==> src/rtl/alu_issue_ctrl.sv <==
// Issue/capture controller in front of the combinational ALU: decodes a MIPS instruction into
// function code and operands, waits for cache_done (with timeout), and returns the result.
module alu_issue_ctrl #(
    parameter int unsigned TIMEOUT_CYCLES = 64
) (
    input  logic        clk,
    input  logic        rst_b,
    input  logic        req_valid,
    output logic        req_ready,
    input  logic [31:0] req_inst,
    input  logic [31:0] req_rs_val,
    input  logic [31:0] req_rt_val,
    output logic [31:0] alu_in1,
    output logic [31:0] alu_in2,
    output logic [5:0]  alu_func,
    output logic [31:0] alu_inst,
    input  logic        cache_done,
    input  logic [31:0] alu_out,
    input  logic        alu_zero,
    output logic        rsp_valid,
    input  logic        rsp_ready,
    output logic [31:0] rsp_result,
    output logic        rsp_zero,
    output logic        rsp_is_branch,
    output logic        rsp_illegal,
    output logic        rsp_timeout
);

    localparam int unsigned CntW = (TIMEOUT_CYCLES > 1) ? $clog2(TIMEOUT_CYCLES) : 1;
    localparam bit TimeoutEn = (TIMEOUT_CYCLES != 0);
    localparam logic [CntW-1:0] CntMax = TimeoutEn ? CntW'(TIMEOUT_CYCLES - 1) : '0;

    typedef enum logic [1:0] {StIdle, StExec, StResp} state_e;

    state_e          state_q, state_d;
    logic [CntW-1:0] cnt_q, cnt_d;
    logic [31:0]     alu_in1_q, alu_in1_d;
    logic [31:0]     alu_in2_q, alu_in2_d;
    logic [5:0]      alu_func_q, alu_func_d;
    logic [31:0]     alu_inst_q, alu_inst_d;
    logic [31:0]     rsp_result_q, rsp_result_d;
    logic            rsp_zero_q, rsp_zero_d;
    logic            rsp_is_branch_q, rsp_is_branch_d;
    logic            rsp_illegal_q, rsp_illegal_d;
    logic            rsp_timeout_q, rsp_timeout_d;

    logic [5:0]  opcode;
    logic [5:0]  funct;
    logic [4:0]  rt_field;
    logic [31:0] imm_se;
    logic [31:0] imm_ze;
    logic        dec_legal;
    logic        dec_branch;
    logic [5:0]  dec_func;
    logic [31:0] dec_in2;

    assign opcode   = req_inst[31:26];
    assign funct    = req_inst[5:0];
    assign rt_field = req_inst[20:16];
    assign imm_se   = {{16{req_inst[15]}}, req_inst[15:0]};
    assign imm_ze   = {16'h0000, req_inst[15:0]};

    always_comb begin
        dec_legal  = 1'b1;
        dec_branch = 1'b0;
        dec_func   = 6'b000000;
        dec_in2    = req_rt_val;
        case (opcode)
            6'b000000: begin
                dec_func = funct;
                case (funct)
                    6'b000000, 6'b000010, 6'b000011, 6'b000100, 6'b000110, 6'b011000,
                    6'b011010, 6'b100000, 6'b100001, 6'b100010, 6'b100011, 6'b100100,
                    6'b100101, 6'b100110, 6'b100111, 6'b101010: dec_legal = 1'b1;
                    default: dec_legal = 1'b0;
                endcase
            end
            6'b001000: begin dec_func = 6'b100000; dec_in2 = imm_se; end
            6'b001001: begin dec_func = 6'b100001; dec_in2 = imm_se; end
            6'b001010: begin dec_func = 6'b101010; dec_in2 = imm_se; end
            6'b001100: begin dec_func = 6'b100100; dec_in2 = imm_ze; end
            6'b001101: begin dec_func = 6'b100101; dec_in2 = imm_ze; end
            6'b001110: begin dec_func = 6'b100110; dec_in2 = imm_ze; end
            6'b001111: begin dec_func = 6'b111101; dec_in2 = imm_ze; end
            6'b000100: begin dec_func = 6'b111000; dec_branch = 1'b1; end
            6'b000101: begin dec_func = 6'b111001; dec_branch = 1'b1; end
            6'b000110: begin dec_func = 6'b111010; dec_in2 = '0; dec_branch = 1'b1; end
            6'b000111: begin dec_func = 6'b111011; dec_in2 = '0; dec_branch = 1'b1; end
            6'b000001: begin
                // REGIMM: only BGEZ (rt = 00001) is supported
                dec_func   = 6'b111100;
                dec_in2    = '0;
                dec_branch = 1'b1;
                dec_legal  = (rt_field == 5'b00001);
            end
            default: dec_legal = 1'b0;
        endcase
    end

    always_comb begin
        state_d         = state_q;
        cnt_d           = cnt_q;
        alu_in1_d       = alu_in1_q;
        alu_in2_d       = alu_in2_q;
        alu_func_d      = alu_func_q;
        alu_inst_d      = alu_inst_q;
        rsp_result_d    = rsp_result_q;
        rsp_zero_d      = rsp_zero_q;
        rsp_is_branch_d = rsp_is_branch_q;
        rsp_illegal_d   = rsp_illegal_q;
        rsp_timeout_d   = rsp_timeout_q;
        case (state_q)
            StIdle: begin
                if (req_valid) begin
                    alu_in1_d       = req_rs_val;
                    alu_in2_d       = dec_in2;
                    alu_func_d      = dec_func;
                    alu_inst_d      = req_inst;
                    cnt_d           = '0;
                    rsp_result_d    = '0;
                    rsp_zero_d      = 1'b0;
                    rsp_is_branch_d = dec_branch;
                    rsp_illegal_d   = ~dec_legal;
                    rsp_timeout_d   = 1'b0;
                    state_d         = dec_legal ? StExec : StResp;
                end
            end
            StExec: begin
                // cache_done takes priority over a timeout in the same cycle
                if (cache_done) begin
                    rsp_result_d = rsp_is_branch_q ? 32'h0 : alu_out;
                    rsp_zero_d   = alu_zero;
                    state_d      = StResp;
                end else if (TimeoutEn && (cnt_q == CntMax)) begin
                    rsp_timeout_d = 1'b1;
                    state_d       = StResp;
                end else if (TimeoutEn) begin
                    cnt_d = cnt_q + CntW'(1);
                end
            end
            StResp: begin
                if (rsp_ready) begin
                    state_d = StIdle;
                end
            end
            default: state_d = StIdle;
        endcase
    end

    always_ff @(posedge clk) begin
        if (rst_b) begin
            state_q         <= StIdle;
            cnt_q           <= '0;
            alu_in1_q       <= '0;
            alu_in2_q       <= '0;
            alu_func_q      <= '0;
            alu_inst_q      <= '0;
            rsp_result_q    <= '0;
            rsp_zero_q      <= 1'b0;
            rsp_is_branch_q <= 1'b0;
            rsp_illegal_q   <= 1'b0;
            rsp_timeout_q   <= 1'b0;
        end else begin
            state_q         <= state_d;
            cnt_q           <= cnt_d;
            alu_in1_q       <= alu_in1_d;
            alu_in2_q       <= alu_in2_d;
            alu_func_q      <= alu_func_d;
            alu_inst_q      <= alu_inst_d;
            rsp_result_q    <= rsp_result_d;
            rsp_zero_q      <= rsp_zero_d;
            rsp_is_branch_q <= rsp_is_branch_d;
            rsp_illegal_q   <= rsp_illegal_d;
            rsp_timeout_q   <= rsp_timeout_d;
        end
    end

    assign req_ready     = (state_q == StIdle);
    assign rsp_valid     = (state_q == StResp);
    assign alu_in1       = alu_in1_q;
    assign alu_in2       = alu_in2_q;
    assign alu_func      = alu_func_q;
    assign alu_inst      = alu_inst_q;
    assign rsp_result    = rsp_result_q;
    assign rsp_zero      = rsp_zero_q;
    assign rsp_is_branch = rsp_is_branch_q;
    assign rsp_illegal   = rsp_illegal_q;
    assign rsp_timeout   = rsp_timeout_q;

endmodule

==> config.mk <==
export PLATFORM = sky130hd
export DESIGN_NAME = alu_issue_ctrl
export DESIGN_NICKNAME = d
export VERILOG_FILES = /design/src/rtl/alu_issue_ctrl.sv
export SDC_FILE = /design/constraint.sdc
export NUM_CORES = 1
export LEC_CHECK = 0
export ABC_AREA = 1
export ABC_CLOCK_PERIOD_IN_PS = 2530
export CORE_MARGIN = 2
export CORE_UTILIZATION = 40
export DETAILED_ROUTE_END_ITERATION = 16
export PLACE_DENSITY = 0.8
export SLEW_MARGIN = 20
export SYNTH_ARGS = -nofsm -noshare
export SYNTH_HDL_FRONTEND = slang
export SYNTH_SLANG_ARGS = --single-unit
==> constraint.sdc <==
create_clock -name clk -period 2.53 [get_ports clk]
set_input_delay 0.506 -clock clk [delete_from_list [all_inputs] [get_ports clk]]
set_output_delay 0.506 -clock clk [all_outputs]
set_load 0.01 [all_outputs]
==> results of run 1 <==
[logic make-up (layout without fill, tap and decap cells)]
family	count (synthesis)	in the layout	share of synthesized area [%]
and+or+nand+nor	198	198	14.28
adders and majority gates	1	1	0.2259
AOI/OAI and AO/OA	236	236	24.70
buffers and inverters	101	377	7.863
xor gates and xnor gates	1	1	0.1582
DFF	146	146	52.78
[worst paths after layout]
path / from / depth (start not counted) / slack [ps] / endpoint
worst max-delay path: state_q[0]$_SDFFE_PP0P_ / 2 / 510 / req_ready
worst min-delay path: alu_func[0]$_SDFFE_PP0P_ / 2 / 460 / alu_func[0]$_SDFFE_PP0P_
worst max register to register: state_q[0]$_SDFFE_PP0P_ / 5 / 720 / rsp_result[9]$_SDFFE_PP0P_
worst min register to register: alu_func[0]$_SDFFE_PP0P_ / 2 / 460 / alu_func[0]$_SDFFE_PP0P_
[critical path, stage by stage (launching register included)]
cell,delay (ps)
dfxtp_1,350
nor2_2,170
clkdlybuf4s50_1,580
[final cells by class]
| class | count | area (µm²) | area share, % |
|---|---|---|---|
| Tap cell | 176 | 220.2 | 2.432 |
| Timing Repair Buffer | 287 | 2900 | 32.03 |
| Inverter | 58 | 217.7 | 2.404 |
| Clock inverter | 9 | 103.9 | 1.147 |
| Clock buffer | 23 | 488.0 | 5.389 |
| Multi-Input combinational cell | 436 | 2202 | 24.32 |
| Sequential cell | 146 | 2923 | 32.28 |
[metal layers]
layer	wire (µm)	up-vias
li1	-	2806
met1	7403	2557
met2	8269	236
met3	1606	33
met4	378	0
met5	0	-
[sequential cells by signal, summed over array words and instances, names as in the netlist]
register       count
alu_inst          32
rsp_illegal        1
rsp_is_branch      1
state_q            2
cnt_q              6
alu_func           6
alu_in2           32
rsp_zero           1
rsp_result        32
rsp_timeout        1
alu_in1           32
[synthesized netlist by cell type]
library cell / number
dfxtp_1: 146
nand2_1: 141
o21ai_0: 112
a21oi_1: 74
inv_1: 57
a22o_1: 41
nor2_1: 31
buf_2: 24
nand3_1: 15
clkbuf_1: 14
buf_6: 3
nand2_2: 3
nor3_1: 3
nand4_1: 2
nor2_2: 2
o21ai_1: 2
a211oi_1: 1
a21oi_2: 1
a31oi_1: 1
a31oi_2: 1
buf_1: 1
buf_4: 1
ha_1: 1
inv_2: 1
nor2_4: 1
o21ai_2: 1
o21ai_4: 1
o31ai_1: 1
xor2_1: 1
[where the power goes]
group | switching (mW) | internal, mW
Combinational | 0.510 | 0.639
Sequential | 0.0963 | 2.49
Clock | 0.940 | 1.55
[stage by stage]
step,worst slack [ps],power [mW],util (%)
6_report,505.8,6.223,67.57
5_1_grt,438.5,6.491,67.57
4_1_cts,493.8,6.267,67.57
3_5_place_dp,299.4,3.774,63.16
3_3_place_gp,405.3,3.761,63.16
2_1_floorplan,1041,3.067,-
==> results.sh, run 1 <==
export IMPL_overflow=0
export IMPL_met1_usage_pct=28.74
export IMPL_clkTransAtPathRegs_ps=60
export IMPL_drt_initial_drc_count=325
export IMPL_n_fill_cell=1115
export IMPL_grt_max_degree=47
export IMPL_numPlacedInstances=1103
export IMPL_hold_path_class="flop to flop"
export IMPL_antenna_cells=0
export IMPL_gr_usage_met3_pct=7.912
export IMPL_placed_cell_area_um2=8463
export IMPL_rsz0062_at_grt="no"
export IMPL_clock_sinks=146
export IMPL_wl_um=17660
export IMPL_final_layout_size_suffix_gt1_share_pct=5.944
export IMPL_ys_seq_area_share_pct=52.78
export IMPL_power_density_nw_per_um2=687.2
export IMPL_ant_nets=0
export IMPL_finalCritPeriodShare_pct=80.01
export IMPL_finClkSkew_ps=5.849
export IMPL_synth_area_leaders="dfxtp_1 (53%), o21ai_0 (10%), nand2_1 (9.6%)"
export IMPL_grt_pass1_vias=5336
export IMPL_cts_resized=0
export IMPL_first_pass_iters=5
export IMPL_numCtsBuffers=17
export IMPL_drv_slew=0
export IMPL_core_area_um2=13400
export IMPL_grt_busiest_layer="met2"
export IMPL_worstPathArrival_ps=1520
export IMPL_io_pins=274
export IMPL_vdd_ir_drop_max_v=0.0004243
export IMPL_final_cells=1135
export IMPL_port_buffers=273
export IMPL_wire_per_inst_um=15.56
export IMPL_yosys_register_bits=146
export IMPL_hold_viol=0
export IMPL_tritoncts="built"
export IMPL_cp_start_kind="flop"
export IMPL_synth_top_area_share_pct=52.78
export IMPL_gp_congestion=0.8978
export IMPL_finalNetCount=1081
export IMPL_cts_max_level=4
export IMPL_die_area_um2=14800
export IMPL_initial_core_util_pct=41.33
export IMPL_cp_required_ps=2020
export IMPL_drcViolationCount=0
export IMPL_finalCriticalPeriod_ps=2024
export IMPL_clk_latency_ps=410
export IMPL_syn_num_nets=818
export IMPL_grt_pass1_wl_um=27390
export IMPL_clock_path_buffers=2
export IMPL_design_area_um2=9055
export IMPL_grt_antenna_before_repair=0
export IMPL_outcome="finished, final reports clean"
export IMPL_fp_dieH_um=121.7
export IMPL_path_max_fanout=5
export IMPL_num_rows=42
export IMPL_track_usage_pct=23.66
export IMPL_max_freq_ghz=0.4940
export IMPL_vias=5632
export IMPL_finalSetupViolations=0
export IMPL_post_cts_buffers=0
export IMPL_die_x_um=121.7
export IMPL_synth_cell_types=29
export IMPL_max_cap_violations=0
export IMPL_end_kind="output port"
export IMPL_dp_hpwl_um=12660
export IMPL_synth_top_area_cell="dfxtp_1"
export IMPL_mostFrequentLayoutCell="clkdlybuf4s50_1"
export IMPL_hold_ws_ps=456.0
export IMPL_tns_ps=0
export IMPL_syn_avg_cell_area_um2=8.108
export IMPL_yosys_warnings=0
export IMPL_critPathKind="flop to output port"
export IMPL_syn_inst=683
export IMPL_viasPerCell=4.962
export IMPL_area_growth_pct=63.51
export IMPL_syn_area_um2=5538
export IMPL_most_common_layout_cells="clkdlybuf4s50_1 (273), dfxtp_1 (146), nand2_1 (141)"
export IMPL_p_leak_nw=3.707
export IMPL_worst_slew_pin_slew_ps=685.0
export IMPL_holdBufCountCts=0
export IMPL_cts_root_buf="clkbuf_16"
export IMPL_slew_headroom_pct=54.16
export IMPL_use_met2_pct=38.55
Note: power is estimated with default switching activity, not from simulation.
==> run 2, diff against run 1 <==
--- a/config.mk
+++ b/config.mk
@@ -6,7 +6,7 @@
 export NUM_CORES = 1
 export LEC_CHECK = 0
 export ABC_AREA = 1
-export ABC_CLOCK_PERIOD_IN_PS = 2530
+export ABC_CLOCK_PERIOD_IN_PS = 2000
 export CORE_MARGIN = 2
 export CORE_UTILIZATION = 40
 export DETAILED_ROUTE_END_ITERATION = 16
==> constraint.sdc (replaced) <==
create_clock -name clk -period 2 [get_ports clk]
set_input_delay 0.4 -clock clk [delete_from_list [all_inputs] [get_ports clk]]
set_output_delay 0.4 -clock clk [all_outputs]
set_load 0.01 [all_outputs]
==> results.sh, run 2 (same netlist as run 1, synthesis figures left out) <==
export IMPL_drt_initial_drc_count=286
export IMPL_tritoncts="built"
export IMPL_hold_viol=0
export IMPL_finalSetupViolations=0
export IMPL_initial_core_util_pct=41.33
export IMPL_n_fill_cell=1080
export IMPL_worst_slew_pin_slew_ps=338.1
export IMPL_cp_start_kind="flop"
export IMPL_die_x_um=121.7
export IMPL_clk_latency_ps=420
export IMPL_cp_cell_sequence="nor2_2, clkdlybuf4s50_1"
export IMPL_num_rows=42
export IMPL_ant_nets=0
export IMPL_most_common_layout_cells="clkdlybuf4s50_1 (272), dfxtp_1 (146), nand2_1 (141)"
export IMPL_max_stage_delay_ps=590
export IMPL_viasPerCell=4.959
export IMPL_core_area_um2=13400
export IMPL_max_cap_violations=0
export IMPL_cp_required_ps=1600
export IMPL_grt_max_degree=47
export IMPL_grt_pass1_vias=5291
export IMPL_regArea_um2=2923
export IMPL_numCtsBuffers=17
export IMPL_multi_input_comb_area_um2=2202
export IMPL_path_max_fanout=3
export IMPL_final_util_pct=68.46
export IMPL_slew_headroom_pct=77.46
export IMPL_critPathBufInv=1
export IMPL_cts_root_buf="clkbuf_16"
export IMPL_p_leak_nw=3.774
export IMPL_tns_ps=0
export IMPL_clock_path_buffers=2
export IMPL_antenna_cells=0
export IMPL_dp_hpwl_um=12530
export IMPL_max_freq_ghz=0.5239
export IMPL_end_kind="output port"
export IMPL_numPlacedInstances=1110
export IMPL_power_density_nw_per_um2=871.5
export IMPL_final_layout_size_suffix_gt1_share_pct=6.425
export IMPL_finalNetCount=1088
export IMPL_mostFrequentLayoutCell="clkdlybuf4s50_1"
export IMPL_fp_dieH_um=121.7
export IMPL_vdd_ir_drop_max_v=0.0005662
export IMPL_outcome="finished, final reports clean"
export IMPL_first_pass_iters=5
export IMPL_worstPathArrival_ps=1510
export IMPL_track_usage_pct=23.72
export IMPL_io_pins=274
export IMPL_drcViolationCount=0
export IMPL_grt_pass1_wl_um=27230
export IMPL_wl_um=17680
export IMPL_finalCriticalPeriod_ps=1909
export IMPL_clock_sinks=146
export IMPL_path_delay_family="buffers and inverters"
export IMPL_hold_path_class="flop to flop"
export IMPL_drv_slew=0
export IMPL_cp_slowest_cell="clkdlybuf4s50_1"
export IMPL_clkTransAtPathRegs_ps=60
export IMPL_grt_antenna_before_repair=0
export IMPL_port_buffers=273
export IMPL_area_growth_pct=65.66
export IMPL_finClkSkew_ps=7.287
export IMPL_cts_max_level=4
export IMPL_final_cells=1141
export IMPL_holdBufCountCts=0
export IMPL_die_area_um2=14800
export IMPL_vias=5658
export IMPL_gp_congestion=0.9049
export IMPL_overflow=0
export IMPL_post_cts_buffers=0
export IMPL_wire_per_inst_um=15.49
export IMPL_cts_resized=0
export IMPL_rsz0062_at_grt="no"
export IMPL_finalCritPeriodShare_pct=95.44
export IMPL_critPathKind="flop to output port"
[run 2: changes by cell type in the layout (fill, tap and decap cells not counted), sizes merged]
cell | before | now
dlymetal6s2s | 0 | 1
clkinv | 5 | 3
buf | 14 | 21
bufinv | 2 | 3
clkdlybuf4s50 | 273 | 272
[run 2: worst min-delay path, stage by stage (launching register included)]
cell and delay, ps:
dfxtp_1 310, nand2_1 60, nand2_1 50
[run 2: worst paths after layout]
path | slack, ps | depth (start not counted) | to | startpoint
setup / recovery | 90 | 2 | req_ready | state_q[1]$_SDFFE_PP0P_
setup reg to reg | 460 | 8 | cnt_q[2]$_SDFFE_PP0P_ | state_q[1]$_SDFFE_PP0P_
hold / removal | 460 | 2 | alu_func[2]$_SDFFE_PP0P_ | alu_func[2]$_SDFFE_PP0P_
hold reg to reg | 460 | 2 | alu_func[2]$_SDFFE_PP0P_ | alu_func[2]$_SDFFE_PP0P_
[run 2: area by class of cell]
class / instances / area share (%)
clock buffers: 23 / 5.210
clock inverters: 8 / 1.391
repair buffers: 294 / 32.76
multi-input cells: 436 / 24.00
inverters: 58 / 2.373
flip-flops and latches: 146 / 31.86
well taps: 176 / 2.400
[run 2: metrics by stage]
stage	hold slack, ps	cell area (µm²)	power [mW]	worst slack, ps
finish	458.7	9174	7.995	91.11
global route	487.5	9174	8.354	27.22
CTS	460.3	9171	8.075	62.06
detailed placement	445.6	8566	4.808	83.12
global placement	437.9	8566	4.796	90.57
floorplan	460.4	5538	3.880	616.8
[run 2: report_power, final]
part | switching, mW | total, mW | leakage [nW] | internal [mW]
logic | 0.654 | 1.49 | 2.28 | 0.838
registers | 0.119 | 3.26 | 1.20 | 3.14
clock network | 1.18 | 3.24 | 0.289 | 2.06
[run 2: metal layers]
layer / routed length (µm) / track usage (%)
met1: 7290 / 28.85
met2: 8298 / 37.39
met3: 1642 / 8.942
met4: 444 / 10.78
met5: 0 / 0
==> run 3, diff against run 2 <==
--- a/config.mk
+++ b/config.mk
@@ -7,7 +7,6 @@
 export LEC_CHECK = 0
 export ABC_AREA = 1
 export ABC_CLOCK_PERIOD_IN_PS = 2000
-export CORE_MARGIN = 2
 export CORE_UTILIZATION = 40
 export DETAILED_ROUTE_END_ITERATION = 16
 export PLACE_DENSITY = 0.8
==> results.sh, run 3 (same netlist as run 1, synthesis figures left out) <==
export IMPL_die_area_um2=14320
export IMPL_critPathKind="flop to output port"
export IMPL_holdBufCountCts=0
export IMPL_rrSetupSlack_ps=400
export IMPL_hold_path_class="flop to flop"
export IMPL_critPathBufInv=2
export IMPL_initial_core_util_pct=41.49
export IMPL_hold_end="alu_func[2]$_SDFFE_PP0P_"
export IMPL_clk_latency_ps=420
export IMPL_most_common_layout_cells="clkdlybuf4s50_1 (273), dfxtp_1 (146), nand2_1 (141)"
export IMPL_cp_required_ps=1600
export IMPL_grt_max_degree=53
export IMPL_final_util_pct=68.41
export IMPL_worstPathArrival_ps=1510
export IMPL_r2r_cells=7
export IMPL_slew_headroom_pct=74.67
export IMPL_antenna_cells=0
export IMPL_max_cap_violations=0
export IMPL_path_max_fanout=4
export IMPL_clkTransAtPathRegs_ps=60
export IMPL_cp_start_kind="flop"
export IMPL_track_usage_pct=24.39
export IMPL_max_stage_delay_ps=560
export IMPL_ant_nets=0
export IMPL_hold_depth=2
export IMPL_drv_slew=0
export IMPL_fp_dieH_um=119.7
export IMPL_final_layout_size_suffix_gt1_share_pct=6.832
export IMPL_end_kind="output port"
export IMPL_tns_ps=0
export IMPL_io_pins=274
export IMPL_cts_max_level=4
export IMPL_cts_resized=0
export IMPL_num_rows=42
export IMPL_wl_um=17280
export IMPL_drt_initial_drc_count=294
export IMPL_viasPerCell=4.963
export IMPL_hold_start="alu_func[2]$_SDFFE_PP0P_"
export IMPL_cp_slowest_cell="clkdlybuf4s50_1"
export IMPL_finalSetupViolations=0
export IMPL_vdd_ir_drop_max_v=0.0004897
export IMPL_core_area_um2=13350
export IMPL_grt_pass1_wl_um=27260
export IMPL_tritoncts="built"
export IMPL_gp_congestion=0.9008
export IMPL_finClkSkew_ps=6.686
export IMPL_hold_viol=0
export IMPL_outcome="finished, final reports clean"
export IMPL_reg2reg_to="alu_in2[1]$_SDFFE_PP0P_"
export IMPL_port_buffers=273
export IMPL_grt_pass1_vias=5458
export IMPL_finalCriticalPeriod_ps=1914
export IMPL_die_x_um=119.7
export IMPL_path_delay_family="buffers and inverters"
export IMPL_numPlacedInstances=1110
export IMPL_cp_cell_sequence="inv_1, nor2_1, clkdlybuf4s50_1"
export IMPL_finalCritPeriodShare_pct=95.72
export IMPL_numCtsBuffers=17
export IMPL_dp_hpwl_um=12370
export IMPL_grt_antenna_before_repair=0
export IMPL_clock_sinks=146
export IMPL_rsz0062_at_grt="no"
export IMPL_worst_slew_pin_slew_ps=378.5
export IMPL_finalNetCount=1088
export IMPL_drcViolationCount=0
export IMPL_post_cts_buffers=0
export IMPL_max_freq_ghz=0.5224
export IMPL_power_density_nw_per_um2=858.0
export IMPL_first_pass_iters=5
export IMPL_wire_per_inst_um=15.13
export IMPL_overflow=0
export IMPL_area_growth_pct=64.89
export IMPL_final_cells=1142
export IMPL_r2r_start="state_q[0]$_SDFFE_PP0P_"
export IMPL_clock_path_buffers=2
export IMPL_p_leak_nw=3.747
export IMPL_mostFrequentLayoutCell="clkdlybuf4s50_1"
export IMPL_vias=5668
export IMPL_cts_root_buf="clkbuf_16"
[run 3: cell count changes in the layout (fill, tap and decap cells not counted)]
cell,delta
buf_12,-1
buf_4,+1
bufinv_16,-1
clkbuf_1,-3
clkbuf_8,-2
clkdlybuf4s50_1,+1
clkinv_2,+5
clkinvlp_4,+1
dlymetal6s2s_1,-1
inv_6,+1
[run 3: per-stage QoR]
stage / total power [mW] / worst slack (ps) / hold WS, ps / cell area [µm²]
6_report: 7.835 / 85.60 / 453.6 / 9131
5_1_grt: 8.165 / 0.2057 / 474.6 / 9131
4_1_cts: 7.892 / 69.12 / 459.2 / 9131
3_5_place_dp: 4.797 / 27.23 / 444.8 / 8553
3_3_place_gp: 4.780 / 67.78 / 439.3 / 8553
2_1_floorplan: 3.880 / 616.8 / 460.4 / 5538
[run 3: worst max path at each step]
stage,startpoint,end,cells after the start
after CTS,state_q[1]$_SDFFE_PP0P_,rsp_valid,3
after global routing,state_q[1]$_SDFFE_PP0P_,rsp_valid,3
final,state_q[1]$_SDFFE_PP0P_,rsp_valid,3
after floorplan,req_inst[31],alu_in2[6]$_SDFFE_PP0P_,8
after detailed placement,req_inst[30],alu_in2[5]$_SDFFE_PP0P_,10
after global placement,req_inst[28],alu_in2[23]$_SDFFE_PP0P_,7
[run 3: worst register-to-register path: cells and delay by family (launching register included)]
kind                   cells  cell delay (ps)
buffers and inverters      3              590
flip-flops                 1              350
AND/OR/NAND/NOR            2              330
AO/OA/AOI/OAI              2              210
[run 3: power breakdown]
group          total [mW]  leakage (nW)  switching [mW]  internal, mW
clock                3.09         0.282            1.23          1.86
sequential           3.26          1.20           0.120          3.14
combinational        1.48          2.26           0.650         0.830
[run 3: layout make-up]
class                           count  area (µm²)
Fill cell                        1051        4217
Timing Repair Buffer              294        2990
Sequential cell                   146        2923
Multi-Input combinational cell    436        2202
Clock buffer                       18       439.2
Tap cell                          176       220.2
Inverter                           58       217.7
Clock inverter                     14       138.9
[run 3: per-layer routing]
metal	global-route usage [%]	share of wire, %	routed length [µm]
met1	29.38	42	7180
met2	39.34	47	8105
met3	8.698	9.0	1557
met4	10.08	2.5	434
met5	0	0	0
